File: config.mk
export PLATFORM = sky130hd
export DESIGN_NAME = transmitter
export DESIGN_NICKNAME = d
export VERILOG_FILES = /design/src/rtl/transmitter.sv
export SDC_FILE = /design/constraint.sdc
export NUM_CORES = 1
export LEC_CHECK = 0
export ABC_CLOCK_PERIOD_IN_PS = 1550
export CAP_MARGIN = 25
export CELL_PAD_IN_SITES_DETAIL_PLACEMENT = 1
export CELL_PAD_IN_SITES_GLOBAL_PLACEMENT = 1
export CORE_MARGIN = 2
export CORE_UTILIZATION = 35
export CTS_CLUSTER_DIAMETER = 60
export DETAILED_ROUTE_END_ITERATION = 10
export PLACE_DENSITY = 0.75
export SYNTH_ARGS = -nofsm -noshare
export SYNTH_HDL_FRONTEND = slang
export SYNTH_SLANG_ARGS = --single-unit
File: constraint.sdc
create_clock -name clk -period 1.55 [get_ports clk]
set_clock_uncertainty 0.05 [all_clocks]
set_input_delay 0.465 -clock clk [delete_from_list [all_inputs] [get_ports clk]]
set_output_delay 0.465 -clock clk [all_outputs]
set_load 0.005 [all_outputs]
File: src/rtl/transmitter.sv
// UART-style serial transmitter: loads a byte on request, then shifts out a start bit
// and DATA_W data bits LSB-first, one bit per external baud tick.
module transmitter #(
  parameter int unsigned DATA_W = 8
) (
  input  logic              clk,
  input  logic              reset,
  input  logic              baud_rate_generator,
  input  logic              transmit_enable,
  input  logic [DATA_W-1:0] transmit_buffer,
  output logic              TBR,
  output logic              TxD
);

  localparam int unsigned CNT_W = (DATA_W > 1) ? $clog2(DATA_W) : 1;
  localparam logic [CNT_W-1:0] LastBit = CNT_W'(DATA_W - 1);

  typedef enum logic [2:0] {
    StIdle,
    StWaitStart,
    StStart,
    StData,
    StDone
  } state_e;

  state_e              r_state;
  state_e              w_state_nxt;
  logic [DATA_W-1:0]   r_shift;
  logic [DATA_W-1:0]   w_shift_nxt;
  logic [CNT_W-1:0]    r_cnt;
  logic [CNT_W-1:0]    w_cnt_nxt;
  logic [CNT_W-1:0]    w_cnt_inc;
  logic                r_txd;
  logic                w_txd_nxt;
  logic                r_tbr;
  logic                w_tbr_nxt;

  assign w_cnt_inc = r_cnt + 1'b1;

  always_ff @(posedge clk or negedge reset) begin
    if (!reset) begin
      r_state <= StIdle;
      r_shift <= '0;
      r_cnt   <= '0;
      r_txd   <= 1'b1;
      r_tbr   <= 1'b1;
    end else begin
      r_state <= w_state_nxt;
      r_shift <= w_shift_nxt;
      r_cnt   <= w_cnt_nxt;
      r_txd   <= w_txd_nxt;
      r_tbr   <= w_tbr_nxt;
    end
  end

  always_comb begin
    w_state_nxt = r_state;
    w_shift_nxt = r_shift;
    w_cnt_nxt   = r_cnt;
    w_txd_nxt   = r_txd;
    w_tbr_nxt   = r_tbr;
    unique case (r_state)
      StIdle: begin
        w_txd_nxt = 1'b1;
        w_tbr_nxt = 1'b1;
        // A tick coinciding with the load is deliberately not used as the start bit.
        if (transmit_enable) begin
          w_shift_nxt = transmit_buffer;
          w_cnt_nxt   = '0;
          w_tbr_nxt   = 1'b0;
          w_state_nxt = StWaitStart;
        end
      end
      StWaitStart: begin
        if (baud_rate_generator) begin
          w_txd_nxt   = 1'b0;
          w_state_nxt = StStart;
        end
      end
      StStart: begin
        if (baud_rate_generator) begin
          w_txd_nxt   = r_shift[0];
          w_cnt_nxt   = '0;
          w_state_nxt = StData;
        end
      end
      StData: begin
        // Last bit is already on the line: report ready one clock later, no tick needed.
        if (r_cnt == LastBit) begin
          w_tbr_nxt   = 1'b1;
          w_state_nxt = StDone;
        end else if (baud_rate_generator) begin
          w_cnt_nxt = w_cnt_inc;
          w_txd_nxt = r_shift[w_cnt_inc];
        end
      end
      StDone: begin
        w_tbr_nxt = 1'b1;
        if (baud_rate_generator || !transmit_enable) begin
          w_txd_nxt   = 1'b1;
          w_state_nxt = StIdle;
        end
      end
      default: begin
        w_txd_nxt   = 1'b1;
        w_tbr_nxt   = 1'b1;
        w_state_nxt = StIdle;
      end
    endcase
  end

  assign TxD = r_txd;
  assign TBR = r_tbr;

endmodule

==> results of run 1 <==
Yosys cell counts (all sizes together) (2+ instances only):
cell type  count  area share
nor3           2       0.012
o21ai          5       0.030
nand2          8       0.036
nor2           3       0.014
a21oi          3       0.018
nand3          3       0.018
mux2           7       0.095
inv            4       0.018
ha             2       0.030
buf            3       0.024
o31ai          3       0.027
dfrtp         14        0.42
dfstp          2       0.064
power groups by stage:
stage	Clock [mW]	Combinational, mW	Sequential (mW)
floorplan	0	0.546	0.703
global placement	0	0.826	0.704
detailed placement	0	0.864	0.711
CTS	0.293	0.920	0.715
global route	0.307	1.07	0.752
finish	0.283	0.956	0.729
cells in the final DEF (no fill, tap or decap), types with 2 or more instances in the layout:
master,count
mux2_4,7
o21ai_1,3
ha_4,2
buf_4,13
dfstp_2,2
o31ai_1,3
inv_1,4
nor2_1,3
nor3_1,2
nand2_1,8
dfrtp_1,14
a21oi_1,3
nand3_1,3
clkbuf_4,3
o21ai_0,2
clkdlybuf4s50_1,10
registers in the layout, indices dropped and copies added, names as in the netlist:
signal and cells:
r_cnt 3, TBR 1, r_state 3, TxD 1, r_shift 8
metrics by stage:
stage | util | cell area [µm²] | setup TNS [ns] | worst slack [ns] | cells
detailed placement | 0.484 | 1070 | -4.96 | -0.484 | 125
CTS | 0.520 | 1150 | -0.0684 | -0.0391 | 131
floorplan | - | 835 | -0.0183 | -0.0183 | 77
finish | 0.530 | 1170 | -0.0275 | -0.0275 | 131
global route | 0.530 | 1170 | -0.122 | -0.113 | 131
global placement | 0.484 | 1070 | -4.57 | -0.472 | 125
layout make-up:
type	count	area [µm²]	area share
tap	28	35.0	0.0299
inverter	4	15.0	0.0128
multi-input combinational	53	467	0.398
timing repair buffer	26	216	0.185
clock buffer	4	36.3	0.0309
sequential	16	403	0.344
cells by family (layout without fill, tap and decap cells):
logic type / after synthesis / in the layout / share of synthesized area
AO/OA/AOI/OAI: 18 / 18 / 0.150
adder cells (fa/ha/maj): 2 / 2 / 0.0303
buffers and inverters: 8 / 34 / 0.0469
flip-flops: 16 / 16 / 0.488
multiplexers: 9 / 9 / 0.139
AND/OR/NAND/NOR: 24 / 24 / 0.145
what timing repair did:
| action | CTS | global route |
|---|---|---|
| setup endpoints to repair | 13 | 6 |
| pin swaps | 1 | 0 |
| gates resized for setup | 19 | 6 |
| setup buffers | 3 | 0 |
worst max-delay path, stage by stage, from the launching register on:
cell	delay (ns)
dfrtp_1	0.43
ha_4	0.29
mux4_2	0.48
nor2_1	0.09
nand4b_1	0.12
a2bb2oi_2	0.06
metal layers:
metal / wire length (µm) / track usage
met5: 0 / 0
met2: 1080 / 0.304
met1: 895 / 0.192
met4: 2 / 0.0769
met3: 80 / 0.0343
final timing paths:
check / start / to / slack (ns) / depth (start not counted)
max: r_cnt[0] / TxD / -0.03 / 5
min: reset / r_shift[0] / 0.43 / 2
max reg2reg: r_cnt[0] / TxD / -0.03 / 5
min reg2reg: r_shift[4] / r_shift[4] / 0.47 / 1
max in group asynchronous: reset / TBR / 0.77 / 2
min in group clk: r_shift[4] / r_shift[4] / 0.47 / 1
==> flow_summary_export.csv, run 1 <==
group,metric,value,unit
yosys,synth_area_per_cell,10.7,µm²
floorplan,start_util,0.373,
worst_setup_path,crit_fanout,2,
yosys,syn_inst,77,
outcome,status,"finished, violations left",
timing,slew_viol_final,0,
cts,root_buffer,"clkbuf_4",
outcome,violations,"negative setup slack",
timing,holdWs,0.435,ns
cts,clock_path_buffers,2,
cts,cts.sinks,16,
job,cap_violations,0,
timing,rsz0062_at_grt,"true",
timing,setup_viol,1,
routing,via_count,699,
cts,cts_made_buffers,3,
pwr,swShare,0.345,
yosys,synth_area,826,µm²
worst_setup_path,end_kind,"register",
worst_setup_path,startpoint_type,"register",
pwr,powerDensity,1680,nW/µm²
floorplan,io_pins,14,
pwr,p_seq_frac,0.371,
final_layout,area.growth.synth_to_final,42.0,%
global_routing,grt_pass1_wl,3360,µm
yosys,yosysSeqAreaShare,0.488,
global_routing,grt_max_degree,17,
cts,htreeDepth,1,
pwr,p_leak,0.514,nW
floorplan,coreArea,2210,µm²
floorplan,fp-row-count,17,
routing,drt_wl_total,2060,µm
pwr,ir_drop,0.000794,V
routing,avgViaCountPerCell,5.34,
worst_setup_path,arrival,1.75,ns
timing,hold_viol_final,0,
yosys,synth-edff-count,0,
timing,max_freq,0.634,GHz
timing,timing.final.crit_share,1.02,
yosys,yosysUniqueCellTypes,32,
timing,period_needed,1.58,ns
final_layout,layout-drive-gt1-share,0.350,
cts,path_clk_slew,0.10,ns
place,port_buffers,13,
cts,cts_tree,"done",
pwr,p_sw,678,µW
timing,layout_setup_ws,-0.0275,ns
cts,cts_hold_buf,0,
worst_setup_path,critPathKind,"register to register",
floorplan,die_area,2760,µm²
yosys,synthArstFlopShare,1.00,
routing,drt_iter0_drc,4,
timing,maxSlewHeadroom,0.772,
yosys,synth-seq-cells,16,
global_routing,grt_overflow,0,
final_layout,fillCellCount,244,
floorplan,die_y,52.6,µm
routing,ant_nets,0,
global_routing,grt_pass1_vias,767,
floorplan,dieWidth,52.6,µm
pwr,internal_power,1.29,mW
routing,drt-pass1-iter-count,2,
final_layout,diodes,0,
worst_setup_path,critPathRequiredTime,1.73,ns
yosys,synthFlopType,"dfrtp_1",
min_path,hp-class,"input pin to async pin",
place,gp_congestion,0.732,
global_routing,antenna_found_initial,0,
yosys,yosys_warnings,0,
pwr,clock_power_share,0.144,
pwr,p_total,1.97,mW
pwr,pwr-share-comb,0.486,
timing,tightest_slew,0.339,ns
routing,wl_per_cell,15.7,µm
final_layout,fin_nets,118,
global_routing,track_usage,0.170,
cts,clock_latency,0.29,ns
routing,drc,0,
yosys,syn_nets,91,
place,hpwlAfterDp,1430,µm
(Power assumes the default switching activity.)
==> inputs of run 2 (changes only) <==
--- a/config.mk
+++ b/config.mk
@@ -6,10 +6,8 @@
 export NUM_CORES = 1
 export LEC_CHECK = 0
 export ABC_CLOCK_PERIOD_IN_PS = 1550
-export CAP_MARGIN = 25
 export CELL_PAD_IN_SITES_DETAIL_PLACEMENT = 1
 export CELL_PAD_IN_SITES_GLOBAL_PLACEMENT = 1
-export CORE_MARGIN = 2
 export CORE_UTILIZATION = 35
 export CTS_CLUSTER_DIAMETER = 60
 export DETAILED_ROUTE_END_ITERATION = 10
==> constraint.sdc (replaced) <==
create_clock -name clk -period 1.55 [get_ports clk]
set_clock_uncertainty 0.05 [all_clocks]
set_input_delay 0.465 -clock clk [delete_from_list [all_inputs] [get_ports clk]]
set_output_delay 0.465 -clock clk [all_outputs]
set_load 0.05 [all_outputs]
==> run 2 against run 1 <==
Compared with the run above: power up 6.3%; largest cell class unchanged; via count increased by 0.72%; sequential power is 2% higher; utilization fell by 0.45 points; first-iteration DRC count grew to 3.3 times the previous value; critical path depth did not move; the flow still finishes with violations (negative setup slack).
==> flow_summary_export.csv, run 2 (same netlist as run 1, synthesis figures left out) <==
group,metric,value,unit
floorplan,die_y,50.6,µm
routing,drt-pass1-iter-count,5,
worst_setup_path,max_stage_delay,0.48,ns
worst_setup_path,path_depth,5,
timing,tightest_slew,0.333,ns
timing,timing.final.crit_share,1.02,
global_routing,grt_max_degree,17,
worst_setup_path,path_cells,"ha_4 -> mux4_2 -> nor2_1 -> nand4b_1 -> a2bb2oi_1",
timing,slew_viol_final,0,
final_layout,diodes,0,
timing,max_freq,0.631,GHz
outcome,violations,"negative setup slack",
routing,via_count,704,
worst_setup_path,r2r-end,"TxD",
global_routing,grt_overflow,0,
timing,holdWs,0.438,ns
timing,hold_viol_final,0,
floorplan,coreArea,2210,µm²
floorplan,die_area,2560,µm²
final_layout,fillCellCount,263,
routing,wl_per_cell,16.2,µm
cts,root_buffer,"clkbuf_4",
routing,ant_nets,0,
timing,rsz0062_at_grt,"true",
worst_setup_path,reg2reg_slack,-0.03,ns
pwr,ir_drop,0.000831,V
global_routing,grt_pass1_vias,727,
worst_setup_path,critPathBufInv,0,
place,gp_congestion,0.685,
floorplan,fp-row-count,17,
cts,clock_path_buffers,2,
floorplan,io_pins,14,
timing,maxSlewHeadroom,0.776,
place,placed_cells,124,
final_layout,stdcell_count,128,
routing,avgViaCountPerCell,5.50,
pwr,p_total,2.09,mW
outcome,status,"finished, violations left",
worst_setup_path,r2r_start,"r_cnt[0]",
global_routing,grt_pass1_wl,3240,µm
final_layout,top_register,"r_shift",
final_layout,seq_area,403,µm²
worst_setup_path,crit_slowest_cell,"mux4_2",
worst_setup_path,end_kind,"register",
worst_setup_path,crit_path_end,"TxD",
floorplan,start_util,0.373,
routing,drc,0,
floorplan,dieWidth,50.6,µm
final_layout,final_common_cell,"dfrtp_1",
job,cap_violations,0,
cts,htreeDepth,1,
min_path,hp-class,"input pin to async pin",
routing,drt_wl_total,2070,µm
worst_setup_path,startpoint_type,"register",
worst_setup_path,rr_worst_depth,5,
global_routing,track_usage,0.173,
global_routing,antenna_found_initial,0,
worst_setup_path,critPathRequiredTime,1.72,ns
timing,setup_viol,1,
pwr,powerDensity,1800,nW/µm²
cts,cts_made_buffers,3,
worst_setup_path,crit_fanout,2,
cts,cts.sinks,16,
worst_setup_path,critPathKind,"register to register",
place,port_buffers,13,
place,hpwlAfterDp,1490,µm
cts,clock_latency,0.29,ns
worst_setup_path,cp_top_family,"multiplexers",
timing,final.setup.tns,-0.0339,ns
final_layout,area.growth.synth_to_final,40.8,%
final_layout,layout_common_cells,"14 x dfrtp_1, 10 x clkdlybuf4s50_1, 9 x buf_4",
cts,post_cts_buffers,0,
pwr,p_leak,0.507,nW
worst_setup_path,arrival,1.75,ns
final_layout,multiInputGateArea,453,µm²
worst_setup_path,crit_start,"r_cnt[0]",
timing,period_needed,1.58,ns
final_layout,biggestRegsByFlops,"r_shift x8, r_cnt x3, r_state x3",
routing,drt_iter0_drc,13,
cts,cts_tree,"done",
timing,layout_setup_ws,-0.0339,ns
cts,path_clk_slew,0.09,ns
final_layout,largest_register_ff_count,8,
final_layout,fin_nets,115,
place,pre_cts_ws,-0.499,ns
final_layout,layout-drive-gt1-share,0.320,
## run 2: worst min path at each step
stage                          start    endpoint  slack [ns]  cells past startpoint
after detailed placement  r_shift[5]  r_shift[5]        0.45                      1
after floorplan                reset    r_cnt[0]        0.12                      0
final                          reset  r_state[0]        0.44                      2
after CTS                      reset  r_state[0]        0.44                      2
after global placement    r_shift[5]  r_shift[5]        0.43                      1
after global routing           reset  r_state[0]        0.46                      2
## run 2: report_power, final
part | switching (mW) | internal (mW)
clock | 0.133 | 0.143
combinational | 0.500 | 0.572
sequential | 0.134 | 0.609
total | 0.766 | 1.32
## run 2: worst reg2reg max path, delay by kind of cell, from the launching register on
kind,cells,cell delay [ns]
fa+ha+maj,1,0.29
mux,1,0.48
compound gates,1,0.07
flops,1,0.42
simple gates,2,0.20
## run 2: cell type report
type / count / share of cell area
multi-input combinational: 54 / 0.390
sequential: 16 / 0.347
clock buffer: 4 / 0.0312
inverter: 4 / 0.0129
timing repair buffer: 22 / 0.189
tap: 28 / 0.0301
## run 2: routing by layer
layer  up-vias  GRT usage  part of all wire
met1       350      0.184              0.41
met4         0     0.0833             0.019
met2        17      0.333              0.54
met5         -          0                 0
li1        330          -                 -
met3         7     0.0182             0.033
## run 2: what timing repair did
item / CTS / global route
setup endpoints to repair: 11 / 11
pin swaps: 3 / 2
hold buffers: 0 / 0
resized for setup: 3 / 10
endpoints found under the hold margin: 0 / 0
gates cloned: 0 / 1
## run 2: per-stage QoR
stage | util | area [µm²]
2_1_floorplan | - | 835
5_1_grt | 0.525 | 1160
3_5_place_dp | 0.490 | 1080
6_report | 0.525 | 1160
3_3_place_gp | 0.490 | 1080
4_1_cts | 0.506 | 1120
==> inputs of run 3 (changes only) <==
--- a/config.mk
+++ b/config.mk
@@ -11,7 +11,7 @@
 export CORE_UTILIZATION = 35
 export CTS_CLUSTER_DIAMETER = 60
 export DETAILED_ROUTE_END_ITERATION = 10
-export PLACE_DENSITY = 0.75
+export PLACE_DENSITY = 0.76
 export SYNTH_ARGS = -nofsm -noshare
 export SYNTH_HDL_FRONTEND = slang
 export SYNTH_SLANG_ARGS = --single-unit
==> run 3 against run 2 <==
Compared with the run above: the flow still finishes with violations (negative setup slack); clock-buffer cell count is the same; worst setup slack gained 0.022 ns; sequential power is essentially flat; combinational power is essentially flat; cell count grew 0.78%; flip-flop and latch count is the same; first-iteration DRC count is the same; power shrank 1.7%; fmax grew 1.4%; worst hold slack gained 0.010 ns; largest cell class unchanged.
==> flow_summary_export.csv, run 3 (same netlist as run 1, synthesis figures left out) <==
group,metric,value,unit
timing,setup_viol,1,
place,port_buffers,13,
pwr,internal_power,1.31,mW
routing,avgViaCountPerCell,5.17,
worst_setup_path,rr_worst_depth,5,
cts,path_clk_slew,0.09,ns
floorplan,dieWidth,50.6,µm
routing,drt_wl_total,1820,µm
pwr,powerDensity,1760,nW/µm²
global_routing,antenna_found_initial,0,
worst_setup_path,path_cells,"ha_4 -> mux4_2 -> nor2_1 -> nand4b_1 -> a2bb2oi_2",
worst_setup_path,critPathRequiredTime,1.72,ns
timing,hold_viol_final,0,
routing,wl_per_cell,14.1,µm
cts,cts_made_buffers,3,
cts,htreeDepth,1,
pwr,p_sw,742,µW
global_routing,grt_max_degree,17,
floorplan,die_area,2560,µm²
timing,slew_viol_final,0,
worst_setup_path,crit_fanout,2,
timing,maxSlewHeadroom,0.774,
worst_setup_path,r2r_start,"r_cnt[0]",
floorplan,coreArea,2210,µm²
final_layout,largest_register_ff_count,8,
final_layout,area.growth.synth_to_final,41.7,%
global_routing,grt_overflow,0,
worst_setup_path,crit_path_end,"TxD",
worst_setup_path,arrival,1.73,ns
cts,root_buffer,"clkbuf_4",
outcome,violations,"negative setup slack",
final_layout,diodes,0,
pwr,pwr-share-comb,0.506,
pwr,swShare,0.361,
final_layout,seq_area,403,µm²
worst_setup_path,crit_slowest_cell,"mux4_2",
final_layout,fin_nets,116,
routing,drt-pass1-iter-count,4,
routing,drc,0,
final_layout,layout-drive-gt1-share,0.347,
routing,drt_iter0_drc,13,
place,place_area,1090,µm²
routing,ant_nets,0,
cts,cts.sinks,16,
cts,clock_path_buffers,2,
timing,rsz0062_at_grt,"true",
pwr,clock_power_share,0.134,
floorplan,io_pins,14,
worst_setup_path,max_stage_delay,0.48,ns
timing,period_needed,1.56,ns
worst_setup_path,r2r-end,"TxD",
worst_setup_path,critPathKind,"register to register",
worst_setup_path,reg2reg_slack,-0.01,ns
pwr,p_seq_frac,0.360,
timing,max_freq,0.640,GHz
cts,post_cts_buffers,0,
pwr,p_leak,0.502,nW
cts,clock_latency,0.28,ns
floorplan,fp-row-count,17,
routing,via_count,667,
cts,cts_hold_buf,0,
final_layout,top_register,"r_shift",
worst_setup_path,startpoint_type,"register",
final_layout,final_common_cell,"dfrtp_1",
timing,timing.final.crit_share,1.01,
outcome,status,"finished, violations left",
pwr,p_total,2.05,mW
floorplan,start_util,0.373,
place,gp_congestion,0.740,
final_layout,biggestRegsByFlops,"r_shift x8, r_cnt x3, r_state x3",
timing,tightest_slew,0.336,ns
pwr,ir_drop,0.000793,V
place,placed_cells,125,
worst_setup_path,crit_start,"r_cnt[0]",
min_path,hp-class,"input pin to async pin",
cts,cts_tree,"done",
final_layout,fillCellCount,251,
timing,layout_setup_ws,-0.0118,ns
final_layout,layout_common_cells,"14 x dfrtp_1, 10 x clkdlybuf4s50_1, 10 x buf_4",
final_layout,stdcell_count,129,
floorplan,die_y,50.6,µm
job,cap_violations,0,
global_routing,grt_pass1_vias,719,
final_layout,multiInputGateArea,437,µm²
global_routing,grt_pass1_wl,3130,µm
final_layout,design_area,1170,µm²
worst_setup_path,end_kind,"register",
place,hpwlAfterDp,1380,µm
global_routing,track_usage,0.164,
-- run 3: changes by cell type in the layout (fill, tap and decap cells not counted), moves of 3 or more --
cell,delta
o21ai_0,+3
mux2_4,-3
mux2_2,+3
o21ai_1,-3
-- run 3: area by class of cell --
class                      count  share of cell area
tap                           28              0.0299
clock buffer                   4              0.0310
sequential                    16               0.344
timing repair buffer          24               0.209
multi-input combinational     53               0.373
inverter                       4              0.0128
-- run 3: critical path: cells and delay by family (launching register included) --
kind            cells  cell delay (ns)
flops               1             0.42
simple gates        2             0.20
fa+ha+maj           1             0.29
compound gates      1             0.06
mux                 1             0.48
-- run 3: worst min path at each step --
| stage | from | endpoint | slack, ns | cells past startpoint |
|---|---|---|---|---|
| after floorplan | reset | r_cnt[0] | 0.12 | 0 |
| final | reset | r_state[0] | 0.45 | 2 |
| after CTS | reset | r_state[0] | 0.45 | 2 |
| after global routing | reset | r_state[0] | 0.44 | 2 |
| after global placement | r_shift[5] | r_shift[5] | 0.43 | 1 |
| after detailed placement | r_shift[2] | r_shift[2] | 0.45 | 1 |
-- run 3: metrics by stage --
step,utilization,hold WS [ns],setup WS [ns],setup TNS (ns)
2_1_floorplan,-,0.119,-0.0183,-0.0183
3_3_place_gp,0.493,0.434,-0.479,-4.69
3_5_place_dp,0.493,0.454,-0.547,-5.50
4_1_cts,0.520,0.445,-0.0261,-0.0261
5_1_grt,0.529,0.443,-0.100,-0.100
6_report,0.529,0.448,-0.0118,-0.0118
-- run 3: power by group through the flow --
stage	clock [mW]	sequential, mW	combinational [mW]
final	0.275	0.740	1.04
after global routing	0.305	0.764	1.14
after CTS	0.288	0.735	1.03
after detailed placement	0	0.731	1.01
after global placement	0	0.721	0.971
after floorplan	0	0.798	0.546
-- run 3: repair_timing --
item                       CTS  global route
gates resized for setup      6             2
pin swaps                    1             0
setup endpoints to repair   12             5
-- run 3: routing by layer --
layer / GRT usage / wire length, µm
met2: 0.287 / 935
met3: 0.0394 / 72
met1: 0.195 / 807
met4: 0.0556 / 0
met5: 0 / 0
